`config.mk`:
```
export PLATFORM = sky130hd
export DESIGN_NAME = ram_sdp_rdw
export DESIGN_NICKNAME = d
export VERILOG_FILES = /design/src/rtl/ram_sdp_rdw.sv
export SDC_FILE = /design/constraint.sdc
export NUM_CORES = 1
export LEC_CHECK = 0
export BUFFER_PORTS_ARGS = -buffer_cell sky130_fd_sc_hd__clkbuf_2
export CAP_MARGIN = 40
export CORE_UTILIZATION = 54
export DETAILED_ROUTE_END_ITERATION = 8
export PLACE_DENSITY = 0.77
export SYNTH_ARGS = -nofsm -noshare
export SYNTH_HDL_FRONTEND = slang
export SYNTH_SLANG_ARGS = --single-unit
```
`constraint.sdc`:
```
create_clock -name clk -period 2.55 [get_ports clk]
set_clock_uncertainty 0.1 [all_clocks]
set_input_delay 0.1275 -clock clk [delete_from_list [all_inputs] [get_ports clk]]
set_output_delay 0.1275 -clock clk [all_outputs]
set_load 0.01 [all_outputs]
```
`src/rtl/ram_sdp_rdw.sv`:
```
// Simple-dual-port synchronous RAM: one write port, one read port, byte-lane enables,
// selectable read-during-write policy, optional output register and a post-reset init sweep.
module ram_sdp_rdw #(
  parameter int                DATA_W   = 8,
  parameter int                ADDR_W   = 2,
  parameter int                RDW_MODE = 0,
  parameter int                OUT_REG  = 0,
  parameter logic [DATA_W-1:0] INIT_VAL = '0
) (
  input  logic                   clk,
  input  logic                   rst_n,
  input  logic                   we,
  input  logic [ADDR_W-1:0]      wa,
  input  logic [DATA_W-1:0]      d_i,
  input  logic [DATA_W/8-1:0]    be,
  input  logic                   re,
  input  logic [ADDR_W-1:0]      ra,
  output logic [DATA_W-1:0]      d_o,
  output logic                   d_o_valid,
  output logic                   busy
);

  localparam int NB    = DATA_W / 8;
  localparam int DEPTH = 2 ** ADDR_W;

  typedef enum logic {ST_INIT, ST_READY} state_t;

  state_t              state, state_nx;
  logic [ADDR_W-1:0]   cnt, cnt_nx;
  logic [DATA_W-1:0]   mem [DEPTH];
  logic [DATA_W-1:0]   rd_word;
  logic [DATA_W-1:0]   q1;
  logic                v1;

  always_ff @(posedge clk or negedge rst_n) begin
    if (!rst_n) begin
      state <= ST_INIT;
      cnt   <= '0;
    end else begin
      state <= state_nx;
      cnt   <= cnt_nx;
    end
  end

  always_comb begin
    state_nx = state;
    cnt_nx   = cnt;
    if (state == ST_INIT) begin
      cnt_nx = cnt + 1'b1;
      if (cnt == ADDR_W'(DEPTH - 1)) state_nx = ST_READY;
    end
  end

  assign busy = (state == ST_INIT);

  // Array holds no reset; the sweep owns the write port until it finishes.
  always_ff @(posedge clk) begin
    if (busy) begin
      mem[cnt] <= INIT_VAL;
    end else if (we) begin
      for (int i = 0; i < NB; i++) begin
        if (be[i]) mem[wa][8*i +: 8] <= d_i[8*i +: 8];
      end
    end
  end

  // Write-first mode forwards the enabled lanes of the incoming word on a same-address hit.
  always_comb begin
    rd_word = mem[ra];
    if (RDW_MODE == 1 && we && (wa == ra)) begin
      for (int i = 0; i < NB; i++) begin
        if (be[i]) rd_word[8*i +: 8] = d_i[8*i +: 8];
      end
    end
  end

  always_ff @(posedge clk or negedge rst_n) begin
    if (!rst_n) begin
      q1 <= '0;
      v1 <= 1'b0;
    end else begin
      v1 <= re && !busy;
      if (re && !busy) q1 <= rd_word;
    end
  end

  generate
    if (OUT_REG != 0) begin : g_oreg
      logic [DATA_W-1:0] q2;
      logic              v2;
      always_ff @(posedge clk or negedge rst_n) begin
        if (!rst_n) begin
          q2 <= '0;
          v2 <= 1'b0;
        end else begin
          v2 <= v1;
          if (v1) q2 <= q1;
        end
      end
      assign d_o       = q2;
      assign d_o_valid = v2;
    end else begin : g_noreg
      assign d_o       = q1;
      assign d_o_valid = v1;
    end
  endgenerate

endmodule

```
==> summary.md <==
| Metric | Value |
|---|---|
| Status | finished, final reports clean |
| Final setup TNS | 0 ns |
| Hold WC Path Type | input pin to register |
| Synth Area in Simple Gates | 4.86% |
| Syn Inst Count | 89 |
| CTS Sinks | 44 |
| Syn_area_per_cell | 19.4 um^2 |
| DP HPWL | 1970 um |
| Worst rel slew slack | 50.3% |
| Die W | 58.5 um |
| Initial Utilization | 56.5% |
| CTS tree | yes |
| Mapped Nets | 107 |
| Commonest non-fill, non-tap cell in the layout | edfxtp_1 |
| PD cells | 609 nW/um^2 |
| Final setup viols | 0 |
| Share of synthesized area spent on multiplexers | 16.3% |
| Via Count | 876 |
| GRT overflow | 0 |
| Antenna viol nets, final | 0 |
| Maximum vdd drop | 321 uV |
| Number of synthesized register bits | 44 |
| CP Max Fanout | 9 |
| Largest net degree at the start of global routing | 14 |
| Layout Nets | 139 |
| Setup Fix Bufs, Post-CTS | 0 |
| Final hold viol count | 0 |
| Worst-Margin Slew | 0.743 ns |
| Main combinational cell family by area after synthesis | multiplexers |
| Synth Area in Compound Gates | 2.18% |
| Routed vias/inst | 5.28 |
| Period utilisation layout | 76.8% |
| First-pass GRT wire length | 4330 um |
| Layout area overhead | 13.8% |
| Crit path kind | register to register |
| Finished Layout Cells | 166 |
| Die height | 58.5 um |
| CP Data Arrival Time | 1.93 ns |
| Rows | 20 |
| Total wire length | 2800 um |
| Cts bufs inserted | 5 |
| Tot GR Track Use | 19.2% |
| GPL Wtd Cong | 0.758 |
| Max-cap violations | 0 |
| Post-synthesis xor/xnor area fraction | 0.508% |
| Register area share after synthesis | 73.1% |
| Clock transition at path regs | 0.12 ns |
| Crit end category | register |
| Type of origin of the critical path | register |
| Routed len/inst | 16.9 um |
| Critical path required time | 2.52 ns |
| First-pass detailed-route iteration total | 4 |
| Core area | 3050 um^2 |
| RSZ-0062 raised after global routing | no |
| Inst Count DP | 157 |
| Synth Cell Area | 1720 um^2 |
| Fmax | 0.511 GHz |
| Root buffer cell | clkbuf_4 |
| Layout cells sized above 1 | 44.3% |
| Slew Limit Fails | 0 |
| Maximum buffer depth of the clock tree | 2 |
| Die area | 3420 um^2 |
| H-tree levels | 2 |
| Clk_lat worst skew | 0.34 ns |
| Vias in the first global route | 872 |
| Minimum clock period | 1.96 ns |
| Number of buffers added on ports | 26 |
| DRC | 0 |
| DR iter-0 viols | 38 |
| Ant diodes | 0 |
| Fillcell total | 224 |
| Static Leak | 0.000808 uW |
| Most frequent cells in the layout | edfxtp_1 (32), clkbuf_2 (26), dfrtp_1 (12) |
| Initial antenna violation count | 0 |
| IO Pins | 27 |
| Synth Warn # | 0 |
| Synthesized-area fraction occupied by adder cells | 0.726% |
| Synth cell types | 18 |
[cells in the mapped netlist, drive strengths merged]
library cell | n | area, um^2
and3 | 1 | 6.26
mux2 | 9 | 101
dfrtp | 12 | 300
nand3 | 1 | 5.00
inv | 4 | 15.0
buf | 2 | 16.3
mux4 | 8 | 180
edfxtp | 32 | 961
clkbuf | 2 | 7.51
nor2b | 1 | 6.26
and2 | 8 | 50.1
or2 | 2 | 12.5
nand2 | 1 | 3.75
xnor2 | 1 | 8.76
o32ai | 2 | 17.5
a32o | 2 | 20.0
ha | 1 | 12.5
[stage by stage]
stage / setup slack, ns / hold WS (ns) / util (%) / total power [uW] / area [um^2]
3_3_place_gp: 0.764 / -0.0562 / 62.3 / 901 / 1900
5_1_grt: 0.410 / 0.0350 / 64.3 / 1250 / 1960
2_1_floorplan: 0.768 / -0.268 / - / 863 / 1720
6_report: 0.592 / 0.0394 / 64.3 / 1200 / 1960
3_5_place_dp: 0.618 / -0.0514 / 62.3 / 905 / 1900
4_1_cts: 0.544 / 0.0371 / 64.3 / 1210 / 1960
[per-layer routing]
layer  routed length, um  up-vias  global-route usage (%)
met4                  54        0                    9.18
li1                    -      410                       -
met2                1460       29                    32.0
met3                 121        7                    5.93
met5                   0        -                       0
met1                1170      430                    22.8
[worst max-delay path, stage by stage, from the launching register on]
cell and delay (ns):
dfrtp_1 0.52, nand3_1 0.15, o32ai_1 0.64, buf_4 0.27
[final timing paths]
path                            slack, ns         to    from  depth (start not counted)
worst max-delay path                 0.59  mem[2][2]   state                          3
worst min-delay path                 0.04  mem[2][5]  d_i[5]                          2
worst max register to register       0.59  mem[2][2]   state                          3
worst min register to register       0.42     d_o[6]  d_o[6]                          1
max in group asynchronous            1.98     d_o[0]   rst_n                          2
min in group asynchronous            0.11     d_o[7]   rst_n                          2
[kinds of logic after synthesis]
group	count (synthesis)
AO/OA/AOI/OAI	4
XOR/XNOR	1
adder cells (fa/ha/maj)	1
buffers and inverters	8
flip-flops	44
multiplexers	17
AND/OR/NAND/NOR	14
[state kept, by name (all words and copies together), names as in the netlist]
register / flops
state: 1
cnt: 2
d_o: 8
mem: 32
d_o_valid: 1
[power by group]
group	switching, uW	internal (uW)
Combinational	47.9	46.2
Clock	205	101
Sequential	7.67	787
Total	261	934
[layout make-up]
cell class / count / area, um^2 / area share [%]
clock inverter: 3 / 13.8 / 0.702
timing repair buffer: 29 / 155 / 7.91
tap: 44 / 55.1 / 2.81
clock buffer: 5 / 37.5 / 1.91
inverter: 4 / 15.0 / 0.765
sequential: 44 / 1260 / 64.3
multi-input combinational: 37 / 424 / 21.6
[repair_timing]
item	4_1_cts	5_1_grt
resized for setup	0	0
endpoints found under the hold margin	12	0
hold buffers	1	0
No activity file was read; power rests on OpenSTA's default activity.
